$ cat src/rtl/dmem_arb_pkg.sv
`default_nettype none
// +--------------------------------------------------------------------------+
// | dmem_arb_pkg : arbitration state and grant-select encodings for          |
// |                dmem_arbiter.                                             |
// | Rev 1.0                                                                  |
// +--------------------------------------------------------------------------+
package dmem_arb_pkg;

  typedef enum logic [1:0] {
    ARB_CORE  = 2'd0,
    ARB_FORCE = 2'd1,
    ARB_LOCK  = 2'd2
  } arb_state_t;

  localparam logic [1:0] GNT_NONE = 2'd0;
  localparam logic [1:0] GNT_CORE = 2'd1;
  localparam logic [1:0] GNT_EXT  = 2'd2;

endpackage
`default_nettype wire

$ cat src/rtl/dmem_arbiter.sv
`default_nettype none
// +--------------------------------------------------------------------------+
// | dmem_arbiter : shares single-port dmem between core M-stage and an       |
// |                external requester; optional stats via DMEM_ARB_STATS_EN. |
// | Rev 1.0                                                                  |
// +--------------------------------------------------------------------------+
module dmem_arbiter
  import dmem_arb_pkg::*;
#(
  parameter int AW         = 32,
  parameter int DW         = 32,
  parameter int STARVE_MAX = 4,
  parameter int LOCK_MAX   = 8
) (
  input  logic          clk,
  input  logic          reset,
  input  logic          core_req,
  input  logic          core_we,
  input  logic [AW-1:0] core_adr,
  input  logic [DW-1:0] core_wd,
  output logic [DW-1:0] core_rd,
  output logic          core_stall,
  input  logic          ext_req,
  input  logic          ext_we,
  input  logic          ext_lock,
  input  logic [AW-1:0] ext_adr,
  input  logic [DW-1:0] ext_wd,
  output logic          ext_gnt,
  output logic [DW-1:0] ext_rd,
  output logic          ext_rvalid,
  output logic          mem_we,
  output logic [AW-1:0] mem_adr,
  output logic [DW-1:0] mem_wd,
  input  logic [DW-1:0] mem_rd
`ifdef DMEM_ARB_STATS_EN
  ,
  output logic [31:0]   stat_stall,
  output logic [31:0]   stat_ext
`endif
);

  localparam int SCW = $clog2(STARVE_MAX + 1);
  localparam int LCW = $clog2(LOCK_MAX + 1);
  localparam logic [SCW-1:0] c_STARVE_LIM = SCW'(STARVE_MAX);
  localparam logic [LCW-1:0] c_LOCK_LIM   = LCW'(LOCK_MAX);

  arb_state_t     r_state, w_state_nxt;
  logic [SCW-1:0] r_starve, w_starve_nxt, w_starve_inc;
  logic [LCW-1:0] r_lock, w_lock_nxt;
  logic [1:0]     w_gnt;
  logic           w_lock_cont;
  logic           r_ext_rvalid;
  logic [DW-1:0]  r_ext_rd;

  always_ff @(posedge clk or negedge reset) begin
    if (!reset) begin
      r_state  <= ARB_CORE;
      r_starve <= '0;
      r_lock   <= '0;
    end else begin
      r_state  <= w_state_nxt;
      r_starve <= w_starve_nxt;
      r_lock   <= w_lock_nxt;
    end
  end

  assign w_starve_inc = (r_starve == c_STARVE_LIM) ? r_starve : r_starve + SCW'(1);
  assign w_lock_cont  = (r_state == ARB_LOCK) && ext_req && ext_lock && (r_lock != c_LOCK_LIM);

  always_comb begin
    w_gnt        = GNT_NONE;
    w_state_nxt  = r_state;
    w_starve_nxt = r_starve;
    w_lock_nxt   = r_lock;
    if (!reset) begin
      w_gnt = GNT_NONE;
    end else if (r_state == ARB_FORCE) begin
      w_gnt        = GNT_EXT;
      w_starve_nxt = '0;
      if (ext_lock) begin
        w_state_nxt = ARB_LOCK;
        w_lock_nxt  = LCW'(1);
      end else begin
        w_state_nxt = ARB_CORE;
      end
    end else if (w_lock_cont) begin
      w_gnt      = GNT_EXT;
      w_lock_nxt = r_lock + LCW'(1);
    end else begin
      // Normal arbitration; also the cycle in which a locked burst is released.
      w_state_nxt = ARB_CORE;
      if (r_state == ARB_LOCK) w_starve_nxt = '0;
      if (core_req) begin
        w_gnt = GNT_CORE;
        if (ext_req && (r_state != ARB_LOCK)) begin
          w_starve_nxt = w_starve_inc;
          if (w_starve_inc == c_STARVE_LIM) w_state_nxt = ARB_FORCE;
        end
      end else if (ext_req) begin
        w_gnt        = GNT_EXT;
        w_starve_nxt = '0;
        if (ext_lock) begin
          w_state_nxt = ARB_LOCK;
          w_lock_nxt  = LCW'(1);
        end
      end
    end
  end

  always_comb begin
    mem_we = 1'b0;
    case (w_gnt)
      GNT_CORE: mem_we = core_we;
      GNT_EXT:  mem_we = ext_we;
      default:  mem_we = 1'b0;
    endcase
  end

  assign mem_adr    = (w_gnt == GNT_EXT) ? ext_adr : core_adr;
  assign mem_wd     = (w_gnt == GNT_EXT) ? ext_wd  : core_wd;
  assign ext_gnt    = (w_gnt == GNT_EXT);
  assign core_stall = reset && core_req && (w_gnt != GNT_CORE);
  assign core_rd    = mem_rd;

  always_ff @(posedge clk or negedge reset) begin
    if (!reset) begin
      r_ext_rvalid <= 1'b0;
      r_ext_rd     <= '0;
    end else begin
      r_ext_rvalid <= ext_gnt && !ext_we;
      if (ext_gnt && !ext_we) r_ext_rd <= mem_rd;
    end
  end

  assign ext_rvalid = r_ext_rvalid;
  assign ext_rd     = r_ext_rd;

`ifdef DMEM_ARB_STATS_EN
  logic [31:0] r_stat_stall, r_stat_ext;

  always_ff @(posedge clk or negedge reset) begin
    if (!reset) begin
      r_stat_stall <= '0;
      r_stat_ext   <= '0;
    end else begin
      if (core_stall && (r_stat_stall != 32'hFFFF_FFFF)) r_stat_stall <= r_stat_stall + 32'd1;
      if (ext_gnt && (r_stat_ext != 32'hFFFF_FFFF))      r_stat_ext   <= r_stat_ext + 32'd1;
    end
  end

  assign stat_stall = r_stat_stall;
  assign stat_ext   = r_stat_ext;
`endif

endmodule
`default_nettype wire

$ cat config.mk
export PLATFORM = sky130hd
export DESIGN_NAME = dmem_arbiter
export DESIGN_NICKNAME = d
export VERILOG_FILES = /design/src/rtl/dmem_arb_pkg.sv /design/src/rtl/dmem_arbiter.sv
export SDC_FILE = /design/constraint.sdc
export NUM_CORES = 1
export LEC_CHECK = 0
export BUFFER_PORTS_ARGS = -buffer_cell sky130_fd_sc_hd__buf_4
export CAP_MARGIN = 20
export CORE_AREA = 2 2 117 119
export DETAILED_ROUTE_END_ITERATION = 7
export DIE_AREA = 0 0 119 121
export PLACE_DENSITY = 0.66
export SLEW_MARGIN = 0
export SYNTH_ARGS = -nofsm -noshare
export SYNTH_HDL_FRONTEND = slang
export SYNTH_SLANG_ARGS = --single-unit
$ cat constraint.sdc
create_clock -name clk -period 6.5 [get_ports clk]
set_clock_uncertainty 0.05 [all_clocks]
set_input_delay 1.3 -clock clk [delete_from_list [all_inputs] [get_ports clk]]
set_output_delay 1.3 -clock clk [all_outputs]
set_load 0.03 [all_outputs]
==> results of run 1 <==
==> sequential cells by signal, summed over array words and instances (netlist names) <==
register and flops:
ext_rd 32, ext_rvalid 1, r_state 2, r_lock 4
r_starve 3
==> cells in the final DEF (no fill, tap or decap), types with 3 or more instances in the layout <==
| cell | instances |
|---|---|
| buf_4 | 302 |
| mux2_2 | 96 |
| clkbuf_16 | 5 |
| inv_1 | 11 |
| a22o_1 | 3 |
| dfrtp_1 | 42 |
| o21ai_0 | 6 |
| nand2_1 | 3 |
| a21oi_1 | 3 |
| ha_1 | 5 |
==> area by class of cell <==
| class | count | area, um2 |
|---|---|---|
| multi-input combinational | 152 | 1533 |
| sequential | 42 | 1051 |
| inverter | 11 | 41.29 |
| fill | 1304 | 7831 |
| clock buffer | 6 | 138.9 |
| tap | 176 | 220.2 |
| timing repair buffer | 302 | 2267 |
| antenna | 1 | 2.502 |
==> worst register-to-register path, delay by kind of cell, from the launching register on <==
kind | cells | cell delay (ns)
flip-flops | 1 | 0.40
adder cells (fa/ha/maj) | 2 | 0.78
buffers and inverters | 3 | 0.51
AO/OA/AOI/OAI | 1 | 0.11
multiplexers | 1 | 0.42
AND/OR/NAND/NOR | 3 | 0.69
==> cells by family (layout without fill, tap and decap cells) <==
group | count (synthesis) | in the layout
adders and majority gates | 6 | 6
DFF | 42 | 42
other | 0 | 1
and+or+nand+nor | 22 | 22
xor gates and xnor gates | 1 | 1
muxes | 98 | 98
buffers and inverters | 56 | 319
AOI/OAI and AO/OA | 25 | 25
==> where the power goes <==
| part | switching (mW) | internal (mW) | leakage, nW |
|---|---|---|---|
| combinational | 0.303 | 0.255 | 2.00 |
| clock | 0.0862 | 0.148 | 0.0688 |
| sequential | 0.0317 | 0.319 | 0.519 |
==> metal layers <==
metal,part of all wire [%],vias up,GRT usage (%)
met2,53,171,31.72
met4,1.1,0,3.943
met1,34,1374,16.98
met5,0,-,0
met3,12,7,6.861
li1,-,1387,-
==> through the flow <==
stage | hold slack [ns] | worst slack, ns
after floorplan | 0.4413 | 1.850
after global placement | 0.4417 | 1.622
after detailed placement | 0.4462 | 1.612
after CTS | 0.4577 | 1.614
after global routing | 0.4690 | 1.489
final | 0.4529 | 1.626
==> final timing paths <==
| check | start | end | cells past startpoint |
|---|---|---|---|
| min reg2reg | ext_rd[23]$_DFFE_PN0P_ | ext_rd[23]$_DFFE_PN0P_ | 1 |
| min | ext_rd[23]$_DFFE_PN0P_ | ext_rd[23]$_DFFE_PN0P_ | 1 |
| max in group asynchronous | reset | ext_rd[22]$_DFFE_PN0P_ | 2 |
| max reg2reg | r_lock[0]$_DFFE_PN0P_ | ext_rd[11]$_DFFE_PN0P_ | 10 |
| max | ext_req | mem_adr[24] | 8 |
| min in group asynchronous | reset | r_starve[1]$_DFFE_PN0P_ | 2 |
==> reports/metrics.yaml, run 1 <==
status: "complete, no violations"
crit_path_start_kind: "input pin"
cts_hold_buffers: 0
path_class: "in -> out"
power.total_mw: 1.143
ys_ff_latch: 42
areaGrowthSynthToFinish_pct: 79.37
synth_commonest_cells: "mux2_2 (96), dfrtp_1 (42), buf_4 (32), inv_1 (11), buf_2 (9)"
finalCriticalPeriod_ns: 4.874
start_util_pct: 22.38
setup_violations: 0
synth-xor-area-share_pct: 0.2990
synth_compound_area_share_pct: 6.749
synth_top_area_cell: "mux2_2"
fmax_ghz: 0.2052
rsz0062_at_grt: "false"
drc: 0
final_cells: 690
drv_cap: 0
fp.dieArea_um2: 14400
crit_top_cell: "buf_4"
insertion_delay_ns: 0.28
finalSetupTns_ns: 0
ir_worst_vdd_uv: 107.3
cts.sinks: 42
cts_buffer_depth: 2
critPathSlowestCell: "ha_2"
min_path_type: "reg -> reg"
final_util_pct: 40.15
grt_pass1_vias: 3031
io_pins: 299
synth_edf_count: 0
avgRoutedWirePerCell_um: 18.36
yosysMostFrequentCell: "mux2_2"
power_density_nw_per_um2: 217.6
critical_path.top_delay_family: "buffers and inverters"
totalWireLength_um: 12670
crit_buf_inv: 4
cts-root-buf: "clkbuf_16"
cp-end-kind: "primary output"
ys_seq_area_share_pct: 35.88
core_area_um2: 13090
syn_avg_cell_area_um2: 11.72
syn_inst: 250
syn_area_um2: 2929
reg2reg_setup_slack_ns: 3.41
synth_top_cells_by_area: "mux2_2 (37%), dfrtp_1 (36%), buf_4 (8.2%)"
synthMuxAreaShare_pct: 37.59
grt_pass1_wl_um: 17840
postCtsSetupBuffers: 0
dp_hpwl_um: 11180
synth_top_family_by_area: "multiplexers"
yosysWarnings: 0
required_ns: 5.15
firstDrtPassIters: 4
vias_per_cell: 4.259
dieHeight_um: 121
tightest_slew_ns: 0.6365
critPathMaxStageDelay_ns: 0.59
synth_top_area_share_pct: 36.91
slew_viol_final: 0
grt_usage_pct: 16.72
fin_crit_sh_pct: 74.98
portBuffers: 298
rows: 42
grt_max_degree: 47
synthSimpleGateAreaFrac_pct: 4.955
cts_tree: "built"
dr_total_vias: 2939
drt_iter0_drc: 45
grt_remaining_overflow: 0
async_flop_share_pct: 100.0
design_area_um2: 5254
htree_levels: 2
dp_cells: 683
synth_cell_types: 43
antenna_found_initial: 1
clk_pin_slew_ns: 0.05
synth_nets: 423
placed_cell_area_um2: 5112
cts_inserted_buffers: 5
ys.flop_type: "dfrtp_1"
ctsResizeCount: 0
cp_max_fo: 28
finalHoldViolCount: 0
maxSlewHeadroom_pct: 57.57
crit_chain: "buf_4, and4_4, o21ai_1, inv_1, ha_2, buf_4, mux2_2, buf_4"
die_w_um: 119
nNetsFinal: 687
drtAntennaViolNets: 0
drive_above_1_share_pct: 80.51
place.gp.congestion: 0.9493
synth_fa_ha_area_share_pct: 2.563
p_leak_nw: 2.592
worstPathArrival_ns: 3.52
No activity file was read; power rests on OpenSTA's default activity.
==> run 2, diff against run 1 <==
CORE_AREA = 2 2 114 116   (was 2 2 117 119)
DIE_AREA = 0 0 116 118   (was 0 0 119 121)
PLACE_DENSITY = 0.68   (was 0.66)
clock period = 4.9 ns   (was 6.5 ns; I/O delays follow)
==> reports/metrics.yaml, run 2 (same netlist as run 1, synthesis figures left out) <==
layout_common_cells: "buf_4 (300), mux2_2 (96), dfrtp_1 (42), inv_1 (11), o21ai_0 (6)"
insertion_delay_ns: 0.28  # about the same
critPathMaxStageDelay_ns: 0.45  # -0.14 ns
rsz0062_at_grt: "false"
setup_violations: 0  # unchanged
maxSlewHeadroom_pct: 68.16  # +11 points
slew_viol_final: 0  # unchanged
finalHoldViolCount: 0  # unchanged
drv_cap: 0  # unchanged
ir_worst_vdd_uv: 112.2  # +4.5%
nNetsFinal: 686  # -0.15%
crit_buf_inv: 4  # unchanged
firstDrtPassIters: 4  # unchanged
portBuffers: 298  # unchanged
dieHeight_um: 118  # -2.5%
final_util_pct: 42.37  # +2.2 points
finalSetupTns_ns: 0  # unchanged
avgRoutedWirePerCell_um: 16.23  # -12%
largest_reg_flops: 32  # unchanged
grt_usage_pct: 14.93  # -1.8 points
p_leak_nw: 2.595  # +0.11%
r2r_start: "r_lock[0]$_DFFE_PN0P_"
io_pins: 299  # unchanged
drt_iter0_drc: 68  # +51%
cp_max_fo: 67  # +140%
grt_pass1_vias: 2979  # -1.7%
hold-path-cell-count: 1  # unchanged
cts_buffer_depth: 2  # unchanged
pre_cts_ws_ns: 1.080  # -0.5314 ns
vias_per_cell: 4.245  # -0.34%
r2r_cells: 11  # +1
hold_path.startpoint: "ext_rd[26]$_DFFE_PN0P_"
power_density_nw_per_um2: 289.2  # +33%
place.gp.congestion: 0.8565  # -9.8%
min_path_type: "reg -> reg"
antenna_found_initial: 0  # -1
start_util_pct: 23.59  # +1.2 points
path_class: "in -> out"
layout_commonest_cell: "buf_4"
worst_slack_ns: 1.074  # -0.5518 ns
crit_path_start_kind: "input pin"
cts_inserted_buffers: 5  # unchanged
crit_chain: "buf_4, and4_4, o21ai_1, inv_1, ha_2, buf_12, mux2_2, buf_4"
areaGrowthSynthToFinish_pct: 79.58
critPathSlowestCell: "mux2_2"
antennaDiodeCount: 0  # -1
cts-root-buf: "clkbuf_16"
drtAntennaViolNets: 0  # unchanged
required_ns: 3.87  # -1.28 ns
fmax_ghz: 0.2614
dr_total_vias: 2912  # -0.92%
clk_pin_slew_ns: 0.05  # about the same
power.total_mw: 1.521  # +33%
rows: 41  # -2.4%
grt_remaining_overflow: 0  # unchanged
cts.sinks: 42  # unchanged
status: "complete, no violations"
postCtsSetupBuffers: 0  # unchanged
fin_crit_sh_pct: 78.08
reg2reg_setup_slack_ns: 1.93  # -1.48 ns
tightest_slew_ns: 0.4777  # -0.1588 ns
cp-end-kind: "primary output"
drive_above_1_share_pct: 80.35  # -0.16 points
core_area_um2: 12410  # -5.1%
finalCriticalPeriod_ns: 3.826
holdPathEnd: "ext_rd[26]$_DFFE_PN0P_"
ctsResizeCount: 0  # unchanged
cts_tree: "built"
critical_path.top_delay_family: "buffers and inverters"
worstReg2RegEnd: "ext_rd[21]$_DFFE_PN0P_"
grt_pass1_wl_um: 15790  # -12%
fp.dieArea_um2: 13690  # -4.9%
crit_top_cell: "buf_4"
drc: 0  # unchanged
htree_levels: 2  # unchanged
cts_hold_buffers: 0  # unchanged
worstPathArrival_ns: 2.80  # -0.72 ns
dp_hpwl_um: 9627  # -14%
totalWireLength_um: 11140  # -12%
grt_max_degree: 68  # +45%
die_w_um: 116  # -2.5%
## run 2: how the worst max path moves through the flow
stage,startpoint,endpoint,slack (ns),depth (start not counted)
6_report,ext_req,mem_wd[28],1.07,8
5_1_grt,r_lock[0]$_DFFE_PN0P_,mem_wd[28],0.94,10
4_1_cts,r_lock[0]$_DFFE_PN0P_,mem_wd[28],1.07,10
3_5_place_dp,ext_req,mem_wd[28],1.08,8
3_3_place_gp,ext_req,mem_wd[28],1.09,8
2_1_floorplan,ext_req,mem_we,0.89,10
## run 2: layer usage
| layer | global-route usage (%) | vias to the layer above | part of all wire (%) |
|---|---|---|---|
| li1 | - | 1392 | - |
| met1 | 18.30 | 1375 | 40 |
| met2 | 26.35 | 135 | 51 |
| met3 | 3.502 | 10 | 7.2 |
| met4 | 3.199 | 0 | 1.2 |
| met5 | 0 | - | 0 |
## run 2: area by class of cell
class	instances	area [um2]
clock inverter	1	5.005
clock buffer	7	142.6
sequential	42	1051
fill	1225	7154
timing repair buffer	301	2272
multi-input combinational	152	1533
inverter	11	41.29
tap	172	215.2
## run 2: metrics by stage
step           std cells  area, um2  hold slack (ns)
2_1_floorplan        250       2929           0.4413
3_3_place_gp         678       5112           0.4423
3_5_place_dp         678       5112           0.4465
4_1_cts              686       5260           0.4545
5_1_grt              686       5260           0.4535
6_report             686       5260           0.4543
## run 2: power by group
part,internal (mW),switching [mW]
Sequential,0.423,0.0433
Combinational,0.339,0.396
Clock,0.202,0.118
==> run 3, diff against run 2 <==
CORE_AREA = 2 2 116 118   (was 2 2 114 116)
DIE_AREA = 0 0 118 120   (was 0 0 116 118)
PLACE_DENSITY = 0.69   (was 0.68)
clock period = 3.35 ns   (was 4.9 ns; I/O delays follow)
==> reports/metrics.yaml, run 3 (same netlist as run 1, synthesis figures left out) <==
status: "complete, no violations"
finalCriticalPeriod_ns: 3.191
start_util_pct: 22.57  # -1.0 points
die_w_um: 118  # +1.7%
firstDrtPassIters: 4  # unchanged
required_ns: 2.63  # -1.24 ns
drv_cap: 0  # unchanged
placed_cell_area_um2: 5120  # +0.15%
clk_pin_slew_ns: 0.06  # about the same
finalHoldViolCount: 0  # unchanged
grt_pass1_wl_um: 17600  # +11%
slew_viol_final: 0  # unchanged
grt_pass1_vias: 3050  # +2.4%
cts_inserted_buffers: 5  # unchanged
grt_max_degree: 46  # -32%
totalWireLength_um: 12440  # +12%
power.total_mw: 2.328  # +53%
core_area_um2: 12980  # +4.6%
areaGrowthSynthToFinish_pct: 83.90
largest_reg_flops: 32  # unchanged
cp-end-kind: "primary output"
io_pins: 299  # unchanged
htree_levels: 2  # unchanged
cts_buffer_depth: 2  # unchanged
dieHeight_um: 120  # +1.7%
avgRoutedWirePerCell_um: 17.87  # +10%
cts.sinks: 42  # unchanged
vias_per_cell: 4.208  # -0.86%
dp_hpwl_um: 10290  # +6.9%
ir_worst_vdd_uv: 261.5  # +130%
cts_hold_buffers: 0  # unchanged
design_area_um2: 5386  # +2.4%
final_util_pct: 41.50  # -0.87 points
min_path_type: "in -> async"
portBuffers: 298  # unchanged
power_density_nw_per_um2: 432.2  # +49%
nNetsFinal: 692  # +0.87%
drive_above_1_share_pct: 80.96  # +0.61 points
finalSetupTns_ns: 0  # unchanged
antenna_found_initial: 0  # unchanged
worstPathArrival_ns: 2.47  # -0.33 ns
cts_tree: "built"
drc: 0  # unchanged
setup_violations: 0  # unchanged
fin_crit_sh_pct: 95.26
crit_path_start_kind: "register"
place.gp.congestion: 0.8287  # -3.2%
cts-root-buf: "clkbuf_16"
maxSlewHeadroom_pct: 63.00  # -5.2 points
rsz0062_at_grt: "false"
grt_remaining_overflow: 0  # unchanged
p_leak_nw: 2.645  # +1.9%
grt_usage_pct: 16.15  # +1.2 points
layout_common_cells: "buf_4 (304), mux2_2 (96), dfrtp_1 (42), inv_1 (11), o21ai_0 (6)"
drtAntennaViolNets: 0  # unchanged
drt_iter0_drc: 105  # +54%
fp.dieArea_um2: 14160  # +3.4%
antennaDiodeCount: 0  # unchanged
tightest_slew_ns: 0.5550  # +0.07738 ns
insertion_delay_ns: 0.28  # about the same
layout_commonest_cell: "buf_4"
fmax_ghz: 0.3134
cp_max_fo: 17  # -75%
path_class: "reg -> out"
dr_total_vias: 2929  # +0.58%
rows: 42  # +2.4%
fillers: 1240  # +1.2%
## run 3: critical path, cell delays in order (launching register included)
cell and delay [ns]:
dfrtp_1 0.37, inv_1 0.05, ha_1 0.17, nand3b_1 0.13
and4_4 0.26, o21ai_1 0.10, inv_1 0.11, ha_4 0.22
buf_12 0.18, mux2_2 0.40, buf_4 0.19
## run 3: final cells by class
| type | count | area [um2] | area share [%] |
|---|---|---|---|
| Clock buffer | 6 | 128.9 | 2.393 |
| Clock inverter | 2 | 37.54 | 0.6969 |
| Inverter | 11 | 41.29 | 0.7665 |
| Multi-Input combinational cell | 152 | 1550 | 28.78 |
| Sequential cell | 42 | 1051 | 19.51 |
| Tap cell | 176 | 220.2 | 4.088 |
| Timing Repair Buffer | 307 | 2357 | 43.76 |
## run 3: final timing paths
check                                  startpoint                endpoint  slack (ns)  cells after the start
max                         r_lock[1]$_DFFE_PN0P_               mem_wd[8]        0.16                     10
min                                         reset  r_state[1]$_DFFE_PN0P_        0.12                      1
max reg2reg                 r_lock[1]$_DFFE_PN0P_  ext_rd[11]$_DFFE_PN0P_        0.57                     11
min reg2reg                ext_rd[31]$_DFFE_PN0P_  ext_rd[31]$_DFFE_PN0P_        0.46                      1
max in group asynchronous                   reset  ext_rd[13]$_DFFE_PN0P_        2.40                      2
min in group clk           ext_rd[31]$_DFFE_PN0P_  ext_rd[31]$_DFFE_PN0P_        0.46                      1
## run 3: where the power goes
part / internal (mW) / switching (mW)
registers: 0.618 / 0.0634
logic: 0.507 / 0.601
clock network: 0.352 / 0.187
## run 3: timing repair
| item | 4_1_cts | 5_1_grt |
|---|---|---|
| pin swaps | 1 | 1 |
| gates resized for setup | 3 | 1 |
| cloned | 2 | 0 |
| buffers inserted | 1 | 3 |
| endpoints found under the setup margin | 64 | 64 |
| endpoints found under the hold margin | 0 | 0 |
## run 3: layer usage
metal	global-route usage, %	wire, um
met1	19.58	5081
met2	28.71	6429
met3	4.420	808
met4	3.238	121
met5	0	0
## run 3: per-stage QoR
stage / hold slack (ns) / setup WS [ns] / std cells
detailed placement: 0.4203 / 0.2052 / 682
global placement: 0.4200 / 0.2179 / 682
floorplan: 0.3244 / 0.04417 / 250
CTS: 0.1197 / 0.0007583 / 693
finish: 0.1239 / 0.1587 / 696
global route: 0.1205 / 0.01094 / 696
